===== src/rtl/ram_seq.sv =====
// RAM operation-bus arbiter/sequencer: shares the RAM between CPU microcode and a byte loader.
// Optional write readback verification is enabled with `define RAM_SEQ_VERIFY_EN.
module ram_seq #(
  parameter int STARVE_LIM = 4,
  parameter int CNT_W      = 3
) (
  input  logic        main_clk,
  input  logic        initn,
  input  logic        cyc_end,
  input  logic        rd_stb,
  input  logic [3:0]  cpu_op,
  input  logic        req,
  input  logic        we,
  input  logic [15:0] addr,
  input  logic [7:0]  wdata,
  input  logic [3:0]  ram_x,
  input  logic [3:0]  ram_y,
  output logic [3:0]  op_n,
  output logic        ldr_sel,
  output logic [3:0]  a3n,
  output logic [3:0]  a4n,
  output logic [3:0]  z2,
  output logic [3:0]  z3,
  output logic [3:0]  sigma,
  output logic        cpu_wait,
  output logic        ack,
  output logic [7:0]  rdata,
  output logic        err
);

  localparam logic [3:0] OP_CA3  = 4'b1010;
  localparam logic [3:0] OP_ZPY  = 4'b0100;
  localparam logic [3:0] OP_ZPX  = 4'b1000;
  localparam logic [3:0] OP_IDLE = 4'b1111;
  localparam logic [CNT_W-1:0] LIM_C = CNT_W'(STARVE_LIM);

  typedef enum logic [2:0] {
    S_IDLE, S_ADDR, S_WR_HI, S_WR_LO, S_TAIL, S_RD_WAIT
  } state_t;

  state_t           state_r, state_s;
  logic [CNT_W-1:0] cnt_r, cnt_s;
  logic             we_r, we_s;
  logic [7:0]       wdata_r, wdata_s;
  logic [7:0]       rd_buf_r, rd_buf_s;
  logic             got_stb_r, got_stb_s;
  logic             miss_r, miss_s;
  logic             vfy_r, vfy_s;
  logic             done_s;
  logic [7:0]       fin_data_s;
  logic [3:0]       op_n_s, a3n_s, a4n_s, z2_s, z3_s, sigma_s;
  logic             ldr_sel_s, cpu_wait_s, ack_s, err_s;
  logic [7:0]       rdata_s;

  // Next-state and next-output logic; everything changes only on cyc_end except strobe capture.
  always_comb begin
    state_s    = state_r;
    cnt_s      = cnt_r;
    we_s       = we_r;
    wdata_s    = wdata_r;
    rd_buf_s   = rd_buf_r;
    got_stb_s  = got_stb_r;
    miss_s     = miss_r;
    vfy_s      = vfy_r;
    done_s     = 1'b0;
    fin_data_s = 8'h00;
    op_n_s     = op_n;
    ldr_sel_s  = ldr_sel;
    a3n_s      = a3n;
    a4n_s      = a4n;
    z2_s       = z2;
    z3_s       = z3;
    sigma_s    = sigma;
    cpu_wait_s = cpu_wait;
    ack_s      = 1'b0;
    rdata_s    = rdata;
    err_s      = err;

    if ((state_r == S_RD_WAIT) && rd_stb) begin
      got_stb_s = 1'b1;
      rd_buf_s  = {ram_y, ram_x};
    end else begin
      got_stb_s = got_stb_r;
    end

    if (cyc_end) begin
      case (state_r)
        S_IDLE: begin
          op_n_s = cpu_op;
          if (req) begin
            if ((cpu_op == OP_IDLE) || (cnt_r >= LIM_C)) begin
              state_s    = S_ADDR;
              op_n_s     = OP_CA3;
              ldr_sel_s  = 1'b1;
              cpu_wait_s = 1'b1;
              cnt_s      = '0;
              we_s       = we;
              wdata_s    = wdata;
              a3n_s      = ~addr[15:12];
              a4n_s      = ~addr[11:8];
              z2_s       = addr[7:4];
              z3_s       = addr[3:0];
              sigma_s    = we ? wdata[7:4] : 4'h0;
              vfy_s      = 1'b0;
            end else begin
              // Below the limit here, so the increment cannot overflow.
              cnt_s      = cnt_r + {{(CNT_W-1){1'b0}}, 1'b1};
              cpu_wait_s = (cnt_s == LIM_C);
            end
          end else begin
            cnt_s      = '0;
            cpu_wait_s = 1'b0;
          end
        end
        S_ADDR: begin
          if (we_r && !vfy_r) begin
            state_s = S_WR_HI;
            op_n_s  = OP_ZPY;
            sigma_s = wdata_r[7:4];
          end else begin
            state_s   = S_RD_WAIT;
            op_n_s    = OP_IDLE;
            got_stb_s = 1'b0;
            miss_s    = 1'b0;
          end
        end
        S_WR_HI: begin
          state_s = S_WR_LO;
          op_n_s  = OP_ZPX;
          sigma_s = wdata_r[3:0];
        end
        S_WR_LO: begin
          state_s = S_TAIL;
          op_n_s  = OP_IDLE;
        end
        S_TAIL: begin
`ifdef RAM_SEQ_VERIFY_EN
          state_s = S_ADDR;
          op_n_s  = OP_CA3;
          vfy_s   = 1'b1;
`else
          done_s  = 1'b1;
`endif
        end
        S_RD_WAIT: begin
          if (got_stb_s) begin
            done_s     = 1'b1;
            fin_data_s = rd_buf_s;
          end else if (!miss_r) begin
            miss_s = 1'b1;
          end else begin
            done_s     = 1'b1;
            fin_data_s = 8'h00;
          end
        end
        default: begin
          state_s = S_IDLE;
          op_n_s  = OP_IDLE;
        end
      endcase
    end else begin
      state_s = state_r;
    end

    if (done_s) begin
      ack_s      = 1'b1;
      state_s    = S_IDLE;
      op_n_s     = OP_IDLE;
      ldr_sel_s  = 1'b0;
      cpu_wait_s = 1'b0;
      vfy_s      = 1'b0;
      if (!we_r) begin
        rdata_s = fin_data_s;
      end else begin
        rdata_s = rdata;
      end
`ifdef RAM_SEQ_VERIFY_EN
      if (vfy_r && (fin_data_s != wdata_r)) begin
        err_s = 1'b1;
      end else begin
        err_s = err;
      end
`endif
    end else begin
      ack_s = 1'b0;
    end
  end

  // State and registered outputs.
  always_ff @(posedge main_clk or negedge initn) begin
    if (!initn) begin
      state_r   <= S_IDLE;
      cnt_r     <= '0;
      we_r      <= 1'b0;
      wdata_r   <= 8'h00;
      rd_buf_r  <= 8'h00;
      got_stb_r <= 1'b0;
      miss_r    <= 1'b0;
      vfy_r     <= 1'b0;
      op_n      <= OP_IDLE;
      ldr_sel   <= 1'b0;
      a3n       <= 4'hF;
      a4n       <= 4'hF;
      z2        <= 4'h0;
      z3        <= 4'h0;
      sigma     <= 4'h0;
      cpu_wait  <= 1'b0;
      ack       <= 1'b0;
      rdata     <= 8'h00;
      err       <= 1'b0;
    end else begin
      state_r   <= state_s;
      cnt_r     <= cnt_s;
      we_r      <= we_s;
      wdata_r   <= wdata_s;
      rd_buf_r  <= rd_buf_s;
      got_stb_r <= got_stb_s;
      miss_r    <= miss_s;
      vfy_r     <= vfy_s;
      op_n      <= op_n_s;
      ldr_sel   <= ldr_sel_s;
      a3n       <= a3n_s;
      a4n       <= a4n_s;
      z2        <= z2_s;
      z3        <= z3_s;
      sigma     <= sigma_s;
      cpu_wait  <= cpu_wait_s;
      ack       <= ack_s;
      rdata     <= rdata_s;
      err       <= err_s;
    end
  end

endmodule


===== config.mk =====
export PLATFORM = sky130hd
export DESIGN_NAME = ram_seq
export DESIGN_NICKNAME = d
export VERILOG_FILES = /design/src/rtl/ram_seq.sv
export SDC_FILE = /design/constraint.sdc
export NUM_CORES = 1
export LEC_CHECK = 0
export CAP_MARGIN = 10
export CORE_MARGIN = 8
export CORE_UTILIZATION = 30
export DETAILED_ROUTE_END_ITERATION = 12
export PLACE_DENSITY = 0.64
export SYNTH_ARGS = -nofsm -noshare
export SYNTH_HDL_FRONTEND = slang
export SYNTH_SLANG_ARGS = --single-unit

===== constraint.sdc =====
create_clock -name main_clk -period 4.6 [get_ports main_clk]
set_clock_uncertainty 0.1 [all_clocks]
set_input_delay 0.69 -clock main_clk [delete_from_list [all_inputs] [get_ports main_clk]]
set_output_delay 0.69 -clock main_clk [all_outputs]
set_load 0.005 [all_outputs]

Word-level counts from Yosys, hierarchy flattened --
Cells that the tools add are included.
Storage, ports and cells: word-level logic and storage cells 109, register bits after elaboration 61, output and inout port bits 36, input port bits 42
Operators by class: mux-type cells 50, $lt $le $gt $ge 1, add/sub/neg operators 1, bitwise operators 3, reductions and logical operators 21, equal/unequal tests 15
Operator list (number):
- 4-bit 2-to-1 mux | 9
- 8-bit 2-to-1 mux | 4
- 1-bit 2-to-1 mux | 25
- 3-bit 2-to-1 mux | 7
- 4-bit one-hot mux with 4 select lines | 1
- 4-bit AND reduction | 4
- 3-bit one-hot mux with 5 select lines | 1
- 4-bit one-hot mux with 3 select lines | 1
- 2-bit != test, second input constant | 5
- 2-bit nonzero test | 5
- 3-bit equality test, second input constant | 3
- 4-bit NOT | 2
- 2-bit AND reduction | 4
- 3-bit by 2-bit equality test with 1-bit output, second input constant | 2
- 3-bit != test, second input constant | 2
- 5-bit AND reduction | 1
- 4-bit equality test, second input constant | 1
- 1-bit one-hot mux with 2 select lines | 2
- 3-bit by 1-bit adder with 3-bit output, second input constant | 1
- 3-bit by 1-bit equality test with 1-bit output, second input constant | 1
- 3-bit >= comparator, second input constant | 1
- 3-bit zero test | 1
- 3-bit nonzero test | 1
- 1-bit logical AND | 2
- 5 further kinds | 5

Longest topological paths before layout --
word-level depth 8, mapped depth 6, mapped depth without buffers 5

Worst setup path before layout --
Ideal clock, no wire load.
path kind in2reg, start point input port cpu_op[3], end point register wdata_r[5], setup slack 2641 ps, path buffers 1, data required time 4375 ps, arrival 1734 ps, library setup time 125 ps, stages on the path 4, path through a41oi_1 > nand3b_4 > buf_6 > mux2_4
On the way: longest elaborated chain between the ends 3
RTL lines:
- start, declared | line 11 | input logic [3:0] cpu_op,
- 4-bit equality test | line 91 | if ((cpu_op == OP_IDLE) || (cnt_r >= LIM_C)) begin
- 1-bit logical OR | line 91
- 4-bit AND reduction (no line)
- end signal, assigned | line 215 | wdata_r <= wdata_s;
- end, declared | line 44 | logic [7:0] wdata_r, wdata_s;
No other way between the ends. A chain may end at the register's enable or synchronous reset.

Final worst setup path --
start point register state_r[0], end point register rdata[7]
On the way: longest elaborated chain between the ends 7, elaborated cells between the ends (all ways) 12, classes of those cells eq/ne: 2; mux: 8; reduce/logical: 2
RTL lines:
- start, declared | line 41 | state_t state_r, state_s;
- start signal, assigned | line 212 | state_r <= state_s;
- 3-bit equality test | line 79, 87
- 1-bit logical AND | line 79 | if ((state_r == S_RD_WAIT) && rd_stb) begin
- 1-bit 2-to-1 mux | line 79
- 1-bit 2-to-1 mux | line 146 | if (got_stb_s) begin
- 1-bit one-hot mux with 2 select lines | line 87 | case (state_r)
- 1-bit 2-to-1 mux | line 86 | if (cyc_end) begin
- 2-bit AND reduction (no line)
- end signal, assigned | line 229 | rdata <= rdata_s;
- end, declared | line 27 | output logic [7:0] rdata,
Parallel ways exist; a longest one is shown, timed or not.

==> out/metrics.csv <==
metric;value;unit
first-pass GRT wire length;9850;um
die area;12000;um^2
DR vias/cell;4.71;
clock root buffer master;clkbuf_8;
final instance area;3670;um^2
r2r endpoint;rdata[7]$_DFFE_PN0P_;
Post-Syn Nets;249;
Req. time, crit path;4.77;ns
PostCTS Resize Cnt;0;
Final Max Tran Viols;0;
most frequent cell after synthesis;dfrtp_1;
number of distinct library cells after synthesis;39;
leak pwr;1.61;nW
Worst Reg-to-Reg Cells;4;
DRC viols;0;
Row Count;34;
CTS tree;built;
sequential fraction of the synthesis area;0.577;
post-route setup TNS;0;ns
Sink Count;60;
Max Cap Viol;0;
most instantiated cells after synthesis;dfrtp_1 (48), nand2_1 (23), o21ai_0 (18);
RePlAce Congestion;0.750;
number of flops mapped to enable cells by yosys;0;
core area;8590;um^2
pwr dens;587;nW/um^2
minimum hold slack;0.381;ns
crit path time final;2.60;ns
# diodes;0;
Min-Delay Endpoint;a4n[1]$_DFFE_PN1P_;
Hold Path Cell Cnt;2;
Warnings, synthesis;0;
Critical Path AT;2.78;ns
die width;110;um
FF+latch count, synth;60;
Yosys top cell by area;dfrtp_1;
Mapped Area;2630;um^2
grt total ovfl;0;
slowest stage delay, CP;0.75;ns
RSZ-0062 raised after global routing;no;
Max Buffers Root-to-Sink;2;
clock-pin slew on the worst setup and hold paths;0.07;ns
Util after Layout;0.427;
Routed wire per std cell;15.5;um
Rel. slew slack;0.430;
Final setup violation count;0;
endpoint class of the critical path;flop;
worst skew pair latency;0.33;ns
Top Ports;78;
HP Start;a4n[1]$_DFFE_PN1P_;
largest net degree at the start of global routing;61;
kind of critical path;reg -> reg;
Synth area leaders;dfrtp_1 (46%), dfstp_2 (12%), mux2_4 (7.4%);
die height;110;um
worst ir drop on vdd;181;uV
Worst R2R Start;state_r[0]$_DFFE_PN0P_;
initial antenna violation count;0;
DP Wirelength;4410;um
hold crit path type;reg -> reg;
I/O Buffers;76;
Synth Area per Inst;12.8;um^2
Final period util;0.566;
DRT Pass-1 Iters;4;
crit-path max FO;13;
# Post-CTS Setup Buffers;0;
Initial DRC Count;70;
Cells after Synth;205;
H-tree depth;3;
Synth top area share;0.457;
CTS buffer count;9;
Final ANT Viol Nets;0;
critical-path cell list;nor2b_1, nand3b_1, nor3_2, a22o_1;
Worst R2R Setup Slack;2.00;ns
Async SR Flop Fraction;1.00;
total global-route track usage;0.106;
cts hold-fix bufs;0;
area delta synth->final;39.7;%
layout cell share with drive strength beyond 1;0.228;
ys flop type;dfrtp_1;
final wirelength;6160;um
Vias;1871;
actual slew at the worst max-slew pin;0.854;ns
fmax;384;MHz
final hold vios;0;
Area after DPL;3460;um^2
slowest cell on the critical path;nor2b_1;
Initial Utilization;0.306;
final net count;328;
vias in the first global route;1974;
Worst setup SP type;flop;
outcome;complete, no violations;
-- logic make-up (layout without fill, tap and decap cells) --
kind of cell,count (synthesis),after routing,share of synthesized area
compound gates,53,53,0.135
fa+ha+maj,2,2,0.00952
buf+inv,14,98,0.0333
flops,60,60,0.577
mux,29,29,0.143
other cells,1,1,0.00143
simple gates,46,46,0.100
-- sequential cells by signal, summed over array words and instances, names as in the netlist --
| register | flops |
|---|---|
| cpu_wait | 1 |
| ldr_sel | 1 |
| ack | 1 |
| we_r | 1 |
| rd_buf_r | 8 |
| a3n | 4 |
| rdata | 8 |
| got_stb_r | 1 |
| cnt_r | 3 |
| sigma | 4 |
| z3 | 4 |
| z2 | 4 |
| state_r | 3 |
| miss_r | 1 |
| wdata_r | 8 |
| a4n | 4 |
| op_n | 4 |
-- metrics by stage --
step	total power, mW	cells	worst slack [ns]
floorplan	1.30	205	2.64
global placement	1.66	381	1.71
detailed placement	1.67	381	1.69
CTS	2.19	397	1.99
global route	2.30	397	1.76
finish	2.16	397	2.00
-- worst max path at each step --
stage,start,to,slack (ns),cells after the start
floorplan,cpu_op[3],wdata_r[5]$_DFFE_PN0P_,2.64,4
global placement,rd_stb,rdata[4]$_DFFE_PN0P_,1.71,5
detailed placement,rd_stb,rdata[7]$_DFFE_PN0P_,1.69,5
CTS,state_r[0]$_DFFE_PN0P_,rdata[7]$_DFFE_PN0P_,1.99,4
global route,state_r[0]$_DFFE_PN0P_,rdata[0]$_DFFE_PN0P_,1.76,4
finish,state_r[0]$_DFFE_PN0P_,rdata[7]$_DFFE_PN0P_,2.00,4
-- layer usage --
metal,track usage,up-vias,wire [um],share of wire
met3,0.0410,10,437,0.071
met2,0.163,51,2960,0.48
met4,0.0521,0,98,0.016
met1,0.129,918,2660,0.43
met5,0,-,0,0
li1,-,892,-,-
-- cell usage in the layout, fill, tap and decap left out, drive strengths merged, types with 3 or more instances in the layout --
cell,count
mux2,29
nand2b,3
o31ai,3
nand2,23
inv,5
a22o,8
dfstp,12
nor2,5
clkdlybuf4s50,75
nor2b,3
nor3,3
o21a,4
dfrtp,48
a21oi,9
o21ai,18
a22oi,4
clkbuf,13
-- worst max-delay path: cells and delay by family (launching register included) --
kind,cells,cell delay (ns)
flip-flops,1,0.62
AND/OR/NAND/NOR,3,1.58
AO/OA/AOI/OAI,1,0.25
-- report_power, final --
| part | switching, mW | total [mW] | internal [mW] |
|---|---|---|---|
| combinational | 0.273 | 0.737 | 0.464 |
| sequential | 0.145 | 0.916 | 0.772 |
| clock | 0.207 | 0.502 | 0.295 |
-- area by class of cell --
class                           count  area (um^2)
Timing Repair Buffer               77          763
Clock inverter                      3         45.0
Tap cell                          108          135
Clock buffer                       13          169
Multi-Input combinational cell    131         1020
Sequential cell                    60         1520
Inverter                            5         18.8
Fill cell                         792         4920
No activity file was read; power rests on OpenSTA's default activity.
